<file path="config.mk">
export PLATFORM = sky130hd
export DESIGN_NAME = bcd_digit_counter
export DESIGN_NICKNAME = d
export VERILOG_FILES = /design/src/rtl/bcd_digit_counter_pkg.sv /design/src/rtl/bcd_digit_step.sv /design/src/rtl/bcd_digit_counter.sv
export SDC_FILE = /design/constraint.sdc
export NUM_CORES = 1
export LEC_CHECK = 0
export CAP_MARGIN = 25
export CORE_MARGIN = 1
export CORE_UTILIZATION = 54
export CTS_CLUSTER_SIZE = 14
export DETAILED_ROUTE_END_ITERATION = 16
export PLACE_DENSITY_LB_ADDON = 0.08
export SETUP_SLACK_MARGIN = 0.02
export SLEW_MARGIN = 10
export SYNTH_ARGS = -nofsm -noshare
export SYNTH_HDL_FRONTEND = slang
export SYNTH_SLANG_ARGS = --single-unit
</file>
<file path="constraint.sdc">
create_clock -name clk -period 4 [get_ports clk]
set_input_delay 0.4 -clock clk [delete_from_list [all_inputs] [get_ports clk]]
set_output_delay 0.4 -clock clk [all_outputs]
set_load 0.005 [all_outputs]
</file>
<file path="src/rtl/bcd_digit_counter_pkg.sv">
// Shared definitions for the BCD digit counter: digit limit, FSM encoding and
// the trigger priority helper (lowest set bit wins).
package bcd_digit_counter_pkg;

    localparam logic [3:0] BCD_MAX    = 4'd9;
    localparam int         MAX_DIGITS = 9;

    typedef enum logic {
        IDLE   = 1'b0,
        RIPPLE = 1'b1
    } state_t;

    // Scans from the top down so the lowest asserted bit is the last to win.
    function automatic logic [3:0] lowest_set_index(input logic [MAX_DIGITS-1:0] trig);
        logic [3:0] result;
        result = 4'd0;
        for (int i = MAX_DIGITS - 1; i >= 0; i--) begin
            if (trig[i]) result = 4'(i);
        end
        return result;
    endfunction

endpackage

</file>
<file path="src/rtl/bcd_digit_step.sv">
// Single BCD digit incrementer: 9 wraps to 0 with carry out, otherwise +1.
// Uses an explicit compare against 9 so a digit can never reach 10..15.
module bcd_digit_step
    import bcd_digit_counter_pkg::*;
(
    input  logic [3:0] digit,
    input  logic       inc,
    output logic [3:0] next_digit,
    output logic       carry
);

    logic at_max;

    assign at_max = (digit == BCD_MAX);
    assign carry  = inc & at_max;

    always_comb begin
        next_digit = digit;
        if (inc) begin
            next_digit = at_max ? 4'd0 : digit + 4'd1;
        end
    end

endmodule

</file>
<file path="src/rtl/bcd_digit_counter.sv">
// Packed-BCD counter: adds 10^i per inc_clk (i = lowest trigger bit), carry
// ripples one digit per clock; ref_clk snapshots the count for display.
// Optional macro BCD_SATURATE_EN: hold at all-9s instead of wrapping.
//
// state  | meaning
// IDLE   | waiting for inc_clk; ref_clk snapshots immediately
// RIPPLE | stepping digit idx; carry moves idx up one digit per clock
module bcd_digit_counter
    import bcd_digit_counter_pkg::*;
#(
    parameter int DIGITS = 8
) (
    input  logic                  clk,
    input  logic                  reset,
    input  logic [DIGITS-1:0]     trigger,
    input  logic                  inc_clk,
    input  logic                  ref_clk,
    input  logic                  clr,
    output logic [4*DIGITS-1:0]   disp_bcd,
    output logic                  disp_valid,
    output logic                  busy,
    output logic                  overflow
);

    localparam int IW = (DIGITS > 1) ? $clog2(DIGITS) : 1;

    if (DIGITS < 1 || DIGITS > MAX_DIGITS) begin : g_bad_digits
        $error("bcd_digit_counter: DIGITS must be in 1..9");
    end

    state_t                state, state_nx;
    logic [4*DIGITS-1:0]   count, count_nx;
    logic [IW-1:0]         idx, idx_nx;
    logic                  ovf_nx;
    logic                  ref_pend, ref_pend_nx;
    logic                  snap;
    logic [4*DIGITS-1:0]   snap_val;
    logic [3:0]            cur_digit;
    logic [3:0]            step_digit;
    logic                  step_inc;
    logic                  step_carry;
    logic [3:0]            low_idx;

    assign low_idx = lowest_set_index(MAX_DIGITS'(trigger));

    always_comb begin
        cur_digit = 4'd0;
        for (int i = 0; i < DIGITS; i++) begin
            if (idx == IW'(i)) cur_digit = count[4*i +: 4];
        end
    end

    bcd_digit_step u_step (
        .digit      (cur_digit),
        .inc        (step_inc),
        .next_digit (step_digit),
        .carry      (step_carry)
    );

`ifdef BCD_SATURATE_EN
    // True when every digit from idx upward is 9, i.e. the carry would leave the top.
    logic sat;
    always_comb begin
        sat = 1'b1;
        for (int i = 0; i < DIGITS; i++) begin
            if (IW'(i) >= idx && count[4*i +: 4] != BCD_MAX) sat = 1'b0;
        end
    end
`endif

    always_comb begin
        state_nx    = state;
        count_nx    = count;
        idx_nx      = idx;
        ovf_nx      = overflow;
        ref_pend_nx = ref_pend;
        snap        = 1'b0;
        step_inc    = 1'b0;

        case (state)
            IDLE: begin
                snap = ref_clk;
                if (clr) begin
                    count_nx = '0;
                    ovf_nx   = 1'b0;
                end else if (inc_clk && (trigger != '0)) begin
                    idx_nx   = IW'(low_idx);
                    state_nx = RIPPLE;
                end
            end

            RIPPLE: begin
                if (clr) begin
                    state_nx = IDLE;
                    count_nx = '0;
                end else begin
`ifdef BCD_SATURATE_EN
                    if (sat) begin
                        ovf_nx   = 1'b1;
                        state_nx = IDLE;
                    end else
`endif
                    begin
                        step_inc = 1'b1;
                        for (int i = 0; i < DIGITS; i++) begin
                            if (idx == IW'(i)) count_nx[4*i +: 4] = step_digit;
                        end
                        if (!step_carry) begin
                            state_nx = IDLE;
                        end else if (idx == IW'(DIGITS - 1)) begin
                            ovf_nx   = 1'b1;
                            state_nx = IDLE;
                        end else begin
                            idx_nx = idx + IW'(1);
                        end
                    end
                end

                // A deferred refresh is served on the exit edge with the final value.
                if (state_nx == IDLE) begin
                    snap        = ref_pend | ref_clk;
                    ref_pend_nx = 1'b0;
                end else if (ref_clk) begin
                    ref_pend_nx = 1'b1;
                end
            end

            default: state_nx = IDLE;
        endcase
    end

    // Completed ripples show the post-ripple count; any clear shows the pre-clear count.
    assign snap_val = (state == RIPPLE && !clr) ? count_nx : count;
    assign busy     = (state == RIPPLE);

    always_ff @(posedge clk or posedge reset) begin
        if (reset) begin
            state      <= IDLE;
            count      <= '0;
            idx        <= '0;
            overflow   <= 1'b0;
            ref_pend   <= 1'b0;
            disp_bcd   <= '0;
            disp_valid <= 1'b0;
        end else begin
            state      <= state_nx;
            count      <= count_nx;
            idx        <= idx_nx;
            overflow   <= ovf_nx;
            ref_pend   <= ref_pend_nx;
            disp_valid <= snap;
            if (snap) disp_bcd <= snap_val;
        end
    end

endmodule

</file>
==> qor.txt, run 1 <==
Syn Area/Cell -> 8.73 um^2
First-pass detailed-route iteration total -> 5
Drt total wl -> 10300 um
PortBufs -> 47
Clock-pin slew on the worst setup and hold paths -> 0.08 ns
P_leak -> 1.95 nW
Met1 Wirelength -> 4520 um
Max Cap Viol -> 0
H-tree levels -> 3
Min-Delay Path Class -> flop to flop
Ant. Diodes -> 0
Slew Viols, Final -> 0
Via-per-instance ratio -> 6.10
DR vias -> 3533
Number of buffers and inverters on the critical path -> 2
Initial DRC count -> 350
Post-CTS setup buffers -> 0
Global placer's final weighted congestion -> 0.976
Critical Path Slowest Stage Cell -> a21oi_2
Synth unique cells -> 54
Final Cycle Share -> 0.919
Share of cells above drive strength 1 -> 0.0890
Mapped Area -> 3880 um^2
Headroom to the max-slew limit -> 0.531
Ports -> 48
Pint -> 1.42 mW
Vias in the first global route -> 3373
Top Family by Delay on Critical Path -> compound AO/OA/AOI/OAI gates
Fmax -> 0.272 GHz
Total grt overflow -> 0
Hold buffers post-CTS -> 0
Clk root buf -> clkbuf_8
Ordered list of cells on the worst path -> ha_1, ha_1, or2_1, a21oi_1, a21oi_1, o21a_1, inv_1, ha_1, inv_1, a211oi_4, a21boi_2, a21oi_2, a21oi_1
Top-count cell post-synth -> dfrtp_1
Initial Util -> 0.564
Sw Share -> 0.331
Crit path DAT -> 3.87 ns
Setup Skew -> 0.0127 ns
Worst Tran Pin Value -> 0.703 ns
Final #Nets -> 501
Synthesis-to-finish area growth -> 20.0%
Clock buffer depth -> 2
CP Max Fanout -> 15
Die ar. -> 7520 um^2
Height of the die -> 86.7 um
Hold Vio Cnt, Final -> 0
Outcome -> completed
Crit. End Element -> flop
Top sig layer -> met4
DP HPWL -> 7240 um
Post-synth EDFFs -> 0
Synth area leader -> dfrtp_1
Cts bufs inserted -> 9
Initial antenna violation count -> 0
PwrDens -> 455 nW/um^2
Top cell type's share of synthesized area -> 0.458
Synth Instances -> 444
Total core area -> 6870 um^2
Worst path required time -> 4.20 ns
Met2 wire length -> 4940 um
Pin count of the biggest net entering global routing -> 40
Leading cell types by total area after synthesis -> dfrtp_1 (46%), a21oi_1 (7.7%), o21ai_0 (7.5%)
Worst-Skew Late Latency -> 0.35 ns
Commonest cells post-synth -> dfrtp_1 (71), a21oi_1 (60), o21ai_0 (58)
Sequential Power Share -> 0.380
Metal3 WL -> 523 um
Clk sinks -> 71
Synth async-reset ratio -> 1.00
Setup crit start kind -> flop
Post-synthesis net count -> 467
Post-synth top flop -> dfrtp_1
# DRC -> 0
Sequential share of the synthesized area -> 0.458
RSZ-0062 raised after global routing -> no
Clk pwr share -> 0.343
Setup violators final -> 0
Psw -> 0.702 mW
DRT antenna net count -> 0
CTS tree -> built
Wirelength per Cell -> 17.8 um
Critical path class -> flop to flop
Slowest stage delay, CP -> 0.54 ns
Synthesis-stage register bit count -> 71
Final hold slack -> 0.478 ns
GRT Resource Usage Total -> 0.297
First-pass GRT wire length -> 16900 um
Cell Rows -> 30
Min Tclk post-route -> 3.68 ns
Peak supply drop -> 279 uV
Setup TNS -> 0 ns
Logic pwr share -> 0.277
Synth warn -> 0
Overall Power -> 2.12 mW
Die width -> 86.7 um
[worst reg2reg max path: stages (launching register included)]
cell,delay [ns]
dfrtp_1,0.42
ha_1,0.24
ha_1,0.35
or2_1,0.32
a21oi_1,0.13
a21oi_1,0.10
o21a_1,0.26
inv_1,0.15
ha_1,0.19
inv_1,0.09
a211oi_4,0.39
a21boi_2,0.17
a21oi_2,0.54
a21oi_1,0.17
[sequential cells by signal, indices dropped and copies added (netlist names)]
| signal | cells |
|---|---|
| count | 32 |
| disp_bcd | 32 |
| idx | 3 |
| busy | 1 |
| disp_valid | 1 |
| overflow | 1 |
| ref_pend | 1 |
[cell type report]
class / count / area (um^2)
clock inverters: 5 / 104
well taps: 96 / 120
clock buffers: 11 / 151
multi-input cells: 323 / 1900
repair buffers: 56 / 538
fillers: 589 / 2210
inverters: 17 / 63.8
flip-flops and latches: 71 / 1780
[power groups by stage]
stage          Clock, mW  Combinational [mW]  Sequential (mW)
6_report           0.727               0.587            0.805
3_5_place_dp           0               0.569            0.818
2_1_floorplan          0               0.379            0.807
3_3_place_gp           0               0.563            0.815
4_1_cts            0.736               0.577            0.804
5_1_grt            0.768               0.644            0.811
[layer usage]
| layer | GRT usage | vias to the layer above |
|---|---|---|
| li1 | - | 1677 |
| met1 | 0.390 | 1694 |
| met2 | 0.473 | 131 |
| met3 | 0.0543 | 31 |
| met4 | 0.150 | 0 |
| met5 | 0 | - |
[path summary, 6_finish.rpt]
check,startpoint,end,slack (ns),cells after the start
worst max-delay path,idx[0]$_DFFE_PP0P_,count[5]$_DFF_PP0_,0.32,13
worst min-delay path,disp_bcd[9]$_DFFE_PP0P_,disp_bcd[9]$_DFFE_PP0P_,0.48,2
worst max register to register,idx[0]$_DFFE_PP0P_,count[5]$_DFF_PP0_,0.32,13
worst min register to register,disp_bcd[9]$_DFFE_PP0P_,disp_bcd[9]$_DFFE_PP0P_,0.48,2
max in group asynchronous,reset,disp_bcd[14]$_DFFE_PP0P_,2.57,3
min in group asynchronous,reset,count[0]$_DFF_PP0_,0.49,2
[layout by cell type, fill, tap and decap left out, types with 11 or more instances in the layout]
cell / instances
nor2_1: 33
dfrtp_1: 70
o21ai_0: 58
inv_1: 14
clkdlybuf4s50_1: 47
nand2_1: 40
a32oi_1: 11
nand3_1: 18
clkbuf_8: 11
a21oi_1: 60
[repair_timing]
action,CTS,global route
resized for setup,0,1
hold endpoints to repair,0,0
setup endpoints to repair,0,15
[stage by stage]
step | instances | setup slack, ns | util | cell area [um^2]
floorplan | 444 | 0.992 | - | 3880
global placement | 563 | 0.559 | 0.640 | 4400
detailed placement | 563 | 0.405 | 0.640 | 4400
CTS | 579 | 0.395 | 0.677 | 4650
global route | 579 | 0.0398 | 0.678 | 4650
finish | 579 | 0.323 | 0.678 | 4650
[kinds of logic after synthesis]
family	synth area share
AO/OA/AOI/OAI	0.283
AND/OR/NAND/NOR	0.167
flip-flops	0.458
buffers and inverters	0.0520
adder cells (fa/ha/maj)	0.0323
multiplexers	0.00807
(Power assumes the default switching activity.)
==> run 2: changes to the inputs <==
- CORE_UTILIZATION: 54 -> 55
==> qor.txt, run 2 (same netlist as run 1, synthesis figures left out) <==
Outcome -> completed (unchanged)
Cts bufs inserted -> 9 (unchanged)
Slowest stage delay, CP -> 0.42 ns (was 0.54 ns)
Clock buffer depth -> 2 (unchanged)
Crit. End Element -> flop (unchanged)
RR Endpoint -> disp_bcd[3]$_DFFE_PP0P_ (was count[5]$_DFF_PP0_)
DRT antenna net count -> 0 (unchanged)
Final #Nets -> 501 (unchanged)
Initial DRC count -> 309 (was 350)
Flop-to-flop setup slack -> 0.32 ns (about the same)
Die ar. -> 7390 um^2 (was 7520 um^2)
Clk root buf -> clkbuf_8 (unchanged)
First-pass detailed-route iteration total -> 5 (unchanged)
PortBufs -> 47 (unchanged)
H-tree levels -> 3 (unchanged)
Critical path class -> flop to flop (unchanged)
Cells on worst reg2reg path -> 14 (was 13)
Min Tclk post-route -> 3.68 ns (about the same)
Total grt overflow -> 0 (unchanged)
Worst path required time -> 4.27 ns (was 4.20 ns)
First-pass GRT wire length -> 16400 um (was 16900 um)
Wirelength per Cell -> 17.6 um (was 17.8 um)
Pin count of the biggest net entering global routing -> 38 (was 40)
Via-per-instance ratio -> 6.16 (was 6.10)
Reg2Reg Launch Point -> idx[0]$_DFFE_PP0P_ (unchanged)
# DRC -> 0 (unchanged)
Min-Delay Path Class -> input pin to async pin (was flop to flop)
Cell Rows -> 30 (unchanged)
Die width -> 86.0 um (was 86.7 um)
Setup Skew -> 0.0112 ns (was 0.0127 ns)
Fmax -> 0.272 GHz (about the same)
Commonest non-fill, non-tap cells in the layout -> dfrtp_1 (70), a21oi_1 (60), o21ai_0 (58) (unchanged)
Placed Cells -> 561 (was 563)
Setup TNS -> 0 ns (unchanged)
Setup violators final -> 0 (unchanged)
Overall Power -> 1.98 mW (was 2.12 mW)
Worst Tran Pin Value -> 0.720 ns (was 0.703 ns)
DR vias -> 3565 (was 3533)
Initial Util -> 0.571 (was 0.564)
Synthesis-to-finish area growth -> 18.9% (was 20.0%)
Slew Viols, Final -> 0 (unchanged)
Fill cells -> 562 (was 589)
P_leak -> 1.92 nW (was 1.95 nW)
Ordered list of cells on the worst path -> ha_1, ha_1, or2_1, a21oi_1, a21oi_1, o21ai_1, inv_1, ha_1, inv_1, a211oi_4, a31o_2, inv_2, nand3_1, o211ai_1 (was ha_1, ha_1, or2_1, a21oi_1, a21oi_1, o21a_1, inv_1, ha_1, inv_1, a211oi_4, a21boi_2, a21oi_2, a21oi_1)
Vias in the first global route -> 3246 (was 3373)
Commonest non-fill, non-tap cell in the layout -> dfrtp_1 (unchanged)
PwrDens -> 429 nW/um^2 (was 455 nW/um^2)
Headroom to the max-slew limit -> 0.519 (was 0.531)
Largest registers -> count: 32 flops, disp_bcd: 32 flops, idx: 3 flops (unchanged)
Share of cells above drive strength 1 -> 0.0870 (was 0.0890)
Setup crit start kind -> flop (unchanged)
Global placer's final weighted congestion -> 0.961 (was 0.976)
Ant. Diodes -> 0 (unchanged)
Final Cycle Share -> 0.919 (about the same)
GRT Resource Usage Total -> 0.290 (was 0.297)
CP most frequent cell -> ha_1
Worst-Skew Late Latency -> 0.36 ns (was 0.35 ns)
Final hold slack -> 0.475 ns (was 0.478 ns)
Max Cap Viol -> 0 (unchanged)
Initial antenna violation count -> 0 (unchanged)
Multi-input gate area -> 1900 um^2 (unchanged)
CP Max Fanout -> 31 (was 15)
Height of the die -> 86.0 um (was 86.7 um)
Peak supply drop -> 223 uV (was 279 uV)
Post-Layout Cell Count -> 579 (unchanged)
Crit path DAT -> 3.95 ns (was 3.87 ns)
Register area -> 1780 um^2 (unchanged)
Total core area -> 6790 um^2 (was 6870 um^2)
DP HPWL -> 7130 um (was 7240 um)
Ports -> 48 (unchanged)
Clock-pin slew on the worst setup and hold paths -> 0.08 ns (about the same)
Drt total wl -> 10200 um (was 10300 um)
RSZ-0062 raised after global routing -> no (unchanged)
Post-Route Utilization -> 0.679 (was 0.678)
Critical Path Slowest Stage Cell -> dfrtp_1 (was a21oi_2)
Clk sinks -> 71 (unchanged)
Hold Vio Cnt, Final -> 0 (unchanged)
CTS tree -> built (unchanged)
## run 2: cell types whose count changed in the layout (fill, tap and decap cells not counted)
cell,previous run,this run
clkbuf_1,0,1
buf_12,0,1
clkbuf_8,11,10
clkinvlp_4,0,3
bufinv_16,3,1
clkinv_4,1,0
buf_4,9,8
## run 2: critical path, delay by kind of cell (launching register included)
kind / cells / cell delay [ns]
AOI/OAI and AO/OA: 6 / 1.16
adders and majority gates: 3 / 0.85
buffers and inverters: 3 / 0.70
and+or+nand+nor: 2 / 0.47
DFF: 1 / 0.42
## run 2: what timing repair did
action / 4_1_cts / 5_1_grt
hold buffers: 0 / 0
gates resized for setup: 0 / 1
setup endpoints to repair: 0 / 31
setup buffers: 0 / 2
## run 2: metal layers
metal,up-vias,part of all wire,track usage
met1,1699,0.42,0.392
met4,0,0.022,0.111
met5,-,0,0
met2,170,0.49,0.465
li1,1673,-,-
met3,23,0.066,0.0520
## run 2: worst max-delay path by stage
| stage | startpoint | endpoint | slack, ns |
|---|---|---|---|
| after global routing | idx[0]$_DFFE_PP0P_ | disp_bcd[11]$_DFFE_PP0P_ | 0.07 |
| after CTS | idx[2]$_DFFE_PP0P_ | disp_bcd[3]$_DFFE_PP0P_ | 0.25 |
| after global placement | idx[0]$_DFFE_PP0P_ | disp_bcd[27]$_DFFE_PP0P_ | 0.44 |
| after detailed placement | idx[2]$_DFFE_PP0P_ | disp_bcd[3]$_DFFE_PP0P_ | 0.27 |
| after floorplan | idx[0]$_DFFE_PP0P_ | disp_bcd[27]$_DFFE_PP0P_ | 0.99 |
| final | idx[0]$_DFFE_PP0P_ | disp_bcd[3]$_DFFE_PP0P_ | 0.32 |
## run 2: stage by stage
step,cell area (um^2),setup WS [ns]
after floorplan,3880,0.992
after global placement,4400,0.441
after detailed placement,4400,0.272
after CTS,4590,0.251
after global routing,4610,0.0681
final,4610,0.324
## run 2: final cells by class
cell class                      instances  area share
Tap cell                               96      0.0261
Multi-Input combinational cell        323       0.412
Sequential cell                        71       0.386
Timing Repair Buffer                   56       0.119
Clock inverter                          5      0.0125
Clock buffer                           11      0.0307
Inverter                               17      0.0138
## run 2: power by group
group / internal, mW / switching, mW
combinational: 0.209 / 0.382
sequential: 0.764 / 0.0417
clock: 0.304 / 0.277
==> run 3: changes to the inputs <==
- CTS_CLUSTER_SIZE: 14 -> unset
- SLEW_MARGIN: 10 -> unset
==> results of run 3 <==
No change in the layout: final DEF, timing and power equal those of run 2.
==> RTL change (flow settings as in run 1) <==
`BCD_MAX`: 4'd9 -> 4'd4.
--- a/src/rtl/bcd_digit_counter_pkg.sv
+++ b/src/rtl/bcd_digit_counter_pkg.sv
@@ -2,7 +2,7 @@
 // the trigger priority helper (lowest set bit wins).
 package bcd_digit_counter_pkg;
 
-    localparam logic [3:0] BCD_MAX    = 4'd9;
+    localparam logic [3:0] BCD_MAX    = 4'd4;
     localparam int         MAX_DIGITS = 9;
 
     typedef enum logic {
Check against the original RTL: no difference found for any inputs over 4 cycles, from zero or initial values and one cycle with reset high; that may be too few to reach the edited logic, so the function may still have changed.
==> RTL change against run 1 <==
Sequential share of layout area is 1.3 points lower; core utilization decreased by 1.3 points; setup slack better by 0.055 ns; synthesized area increased by 4.4%; power decreased by 6.1%; routed wire length grew 9.6%; sequential cell count is the same; design area rose by 3.6%; global-route usage up 1.5 points.
==> RTL change: results (changes against run 1) <==
.. list-table::
   :header-rows: 1

   * - Metric
     - Value
   * - Mux cell area share after synthesis
     - 0.0464 (was 0.00807)
   * - Sequential cell area
     - 1780 um^2 (about the same)
   * - Total met3 wirelength after detailed routing
     - 801 um (was 523 um)
   * - Wire length of the first global-routing pass
     - 18.0 mm (was 16.9 mm)
   * - Multi-input combinational gate total
     - 334 (was 323)
   * - Post-synthesis share of cell area spent on xor and xnor gates
     - 0.00216 (was 0)
   * - Worst setup startpoint
     - idx[1]$_DFFE_PP0P_ (was idx[0]$_DFFE_PP0P_)
   * - Critical path's largest stage delay
     - 0.63 ns (was 0.54 ns)
   * - Non-clock inverter count
     - 20 (was 17)
   * - Reg2reg path depth
     - 14 (was 13)
   * - Multi-input gate share of total cell area
     - 0.423 (was 0.408)
   * - Synthesized cell area
     - 4050 um^2 (was 3880 um^2)
   * - Number of ordinary and repair buffers in the finished layout
     - 61 (was 56)
   * - Area used by multi-input combinational logic
     - 2040 um^2 (was 1900 um^2)
   * - Pleak
     - 1.95 nW (about the same)
   * - Length of routed met2 wiring
     - 5.24 mm (was 4.94 mm)
   * - Transition at the pin with the smallest max-transition slack
     - 0.893 ns (was 0.703 ns)
   * - Setup slack at placement
     - 0.429 ns (was 0.405 ns)
   * - Fill cell count
     - 604 (was 589)
   * - Detailed Route WL
     - 11.3 mm (was 10.3 mm)
   * - Leading cell types by total area after synthesis
     - sky130_fd_sc_hd__dfrtp_1, sky130_fd_sc_hd__a21oi_1, sky130_fd_sc_hd__nand2_1 (was sky130_fd_sc_hd__dfrtp_1, sky130_fd_sc_hd__a21oi_1, sky130_fd_sc_hd__o21ai_0)
   * - Adder-Cell Fraction of Synth Area
     - 0.0309 (was 0.0323)
   * - List of most frequent post-synthesis cells
     - sky130_fd_sc_hd__dfrtp_1, sky130_fd_sc_hd__a21oi_1, sky130_fd_sc_hd__nand2_1 (was sky130_fd_sc_hd__dfrtp_1, sky130_fd_sc_hd__a21oi_1, sky130_fd_sc_hd__o21ai_0)
   * - Setup clock skew after layout
     - 0.00387 ns (was 0.0127 ns)
   * - Run status
     - finished, final reports clean (unchanged)
-- RTL change: cell types whose count changed in the layout (fill, tap and decap cells not counted), moves of 5 or more --
cell / delta
sky130_fd_sc_hd__nand2_1: +7
sky130_fd_sc_hd__a22oi_1: +7
sky130_fd_sc_hd__nor3_1: +5
sky130_fd_sc_hd__a211oi_1: +6
sky130_fd_sc_hd__o22ai_1: +6
sky130_fd_sc_hd__mux2i_1: +13
sky130_fd_sc_hd__a221oi_1: -9
sky130_fd_sc_hd__o211ai_1: -6
sky130_fd_sc_hd__nor2_1: +9
sky130_fd_sc_hd__o21ai_0: -31
sky130_fd_sc_hd__nand3_1: -6
sky130_fd_sc_hd__o31ai_1: +5
-- RTL change: path summary, 6_finish.rpt --
path / endpoint / slack [ns]
max: disp_bcd[31]$_DFFE_PP0P_ / 0.38
min reg2reg: disp_bcd[21]$_DFFE_PP0P_ / 0.49
max reg2reg: disp_bcd[31]$_DFFE_PP0P_ / 0.38
min: disp_bcd[21]$_DFFE_PP0P_ / 0.49
max in group asynchronous: count[6]$_DFF_PP0_ / 2.79
min in group asynchronous: count[22]$_DFF_PP0_ / 0.63
-- RTL change: power breakdown --
group | internal (W) | switching (W) | total, W
clock network | 0.000365 | 0.000276 | 0.000641
registers | 0.000762 | 0.0000311 | 0.000793
logic | 0.000212 | 0.000343 | 0.000554
-- RTL change: per-layer routing --
layer,GRT usage,vias up
met2,0.474,158
li1,-,1733
met5,0,-
met3,0.0681,18
met4,0.106,0
met1,0.442,1796
-- RTL change: through the flow --
step	hold slack, ns	cells
final	0.493	600
after global routing	0.513	600
after CTS	0.496	600
after detailed placement	0.479	585
after global placement	0.477	585
after floorplan	0.488	460
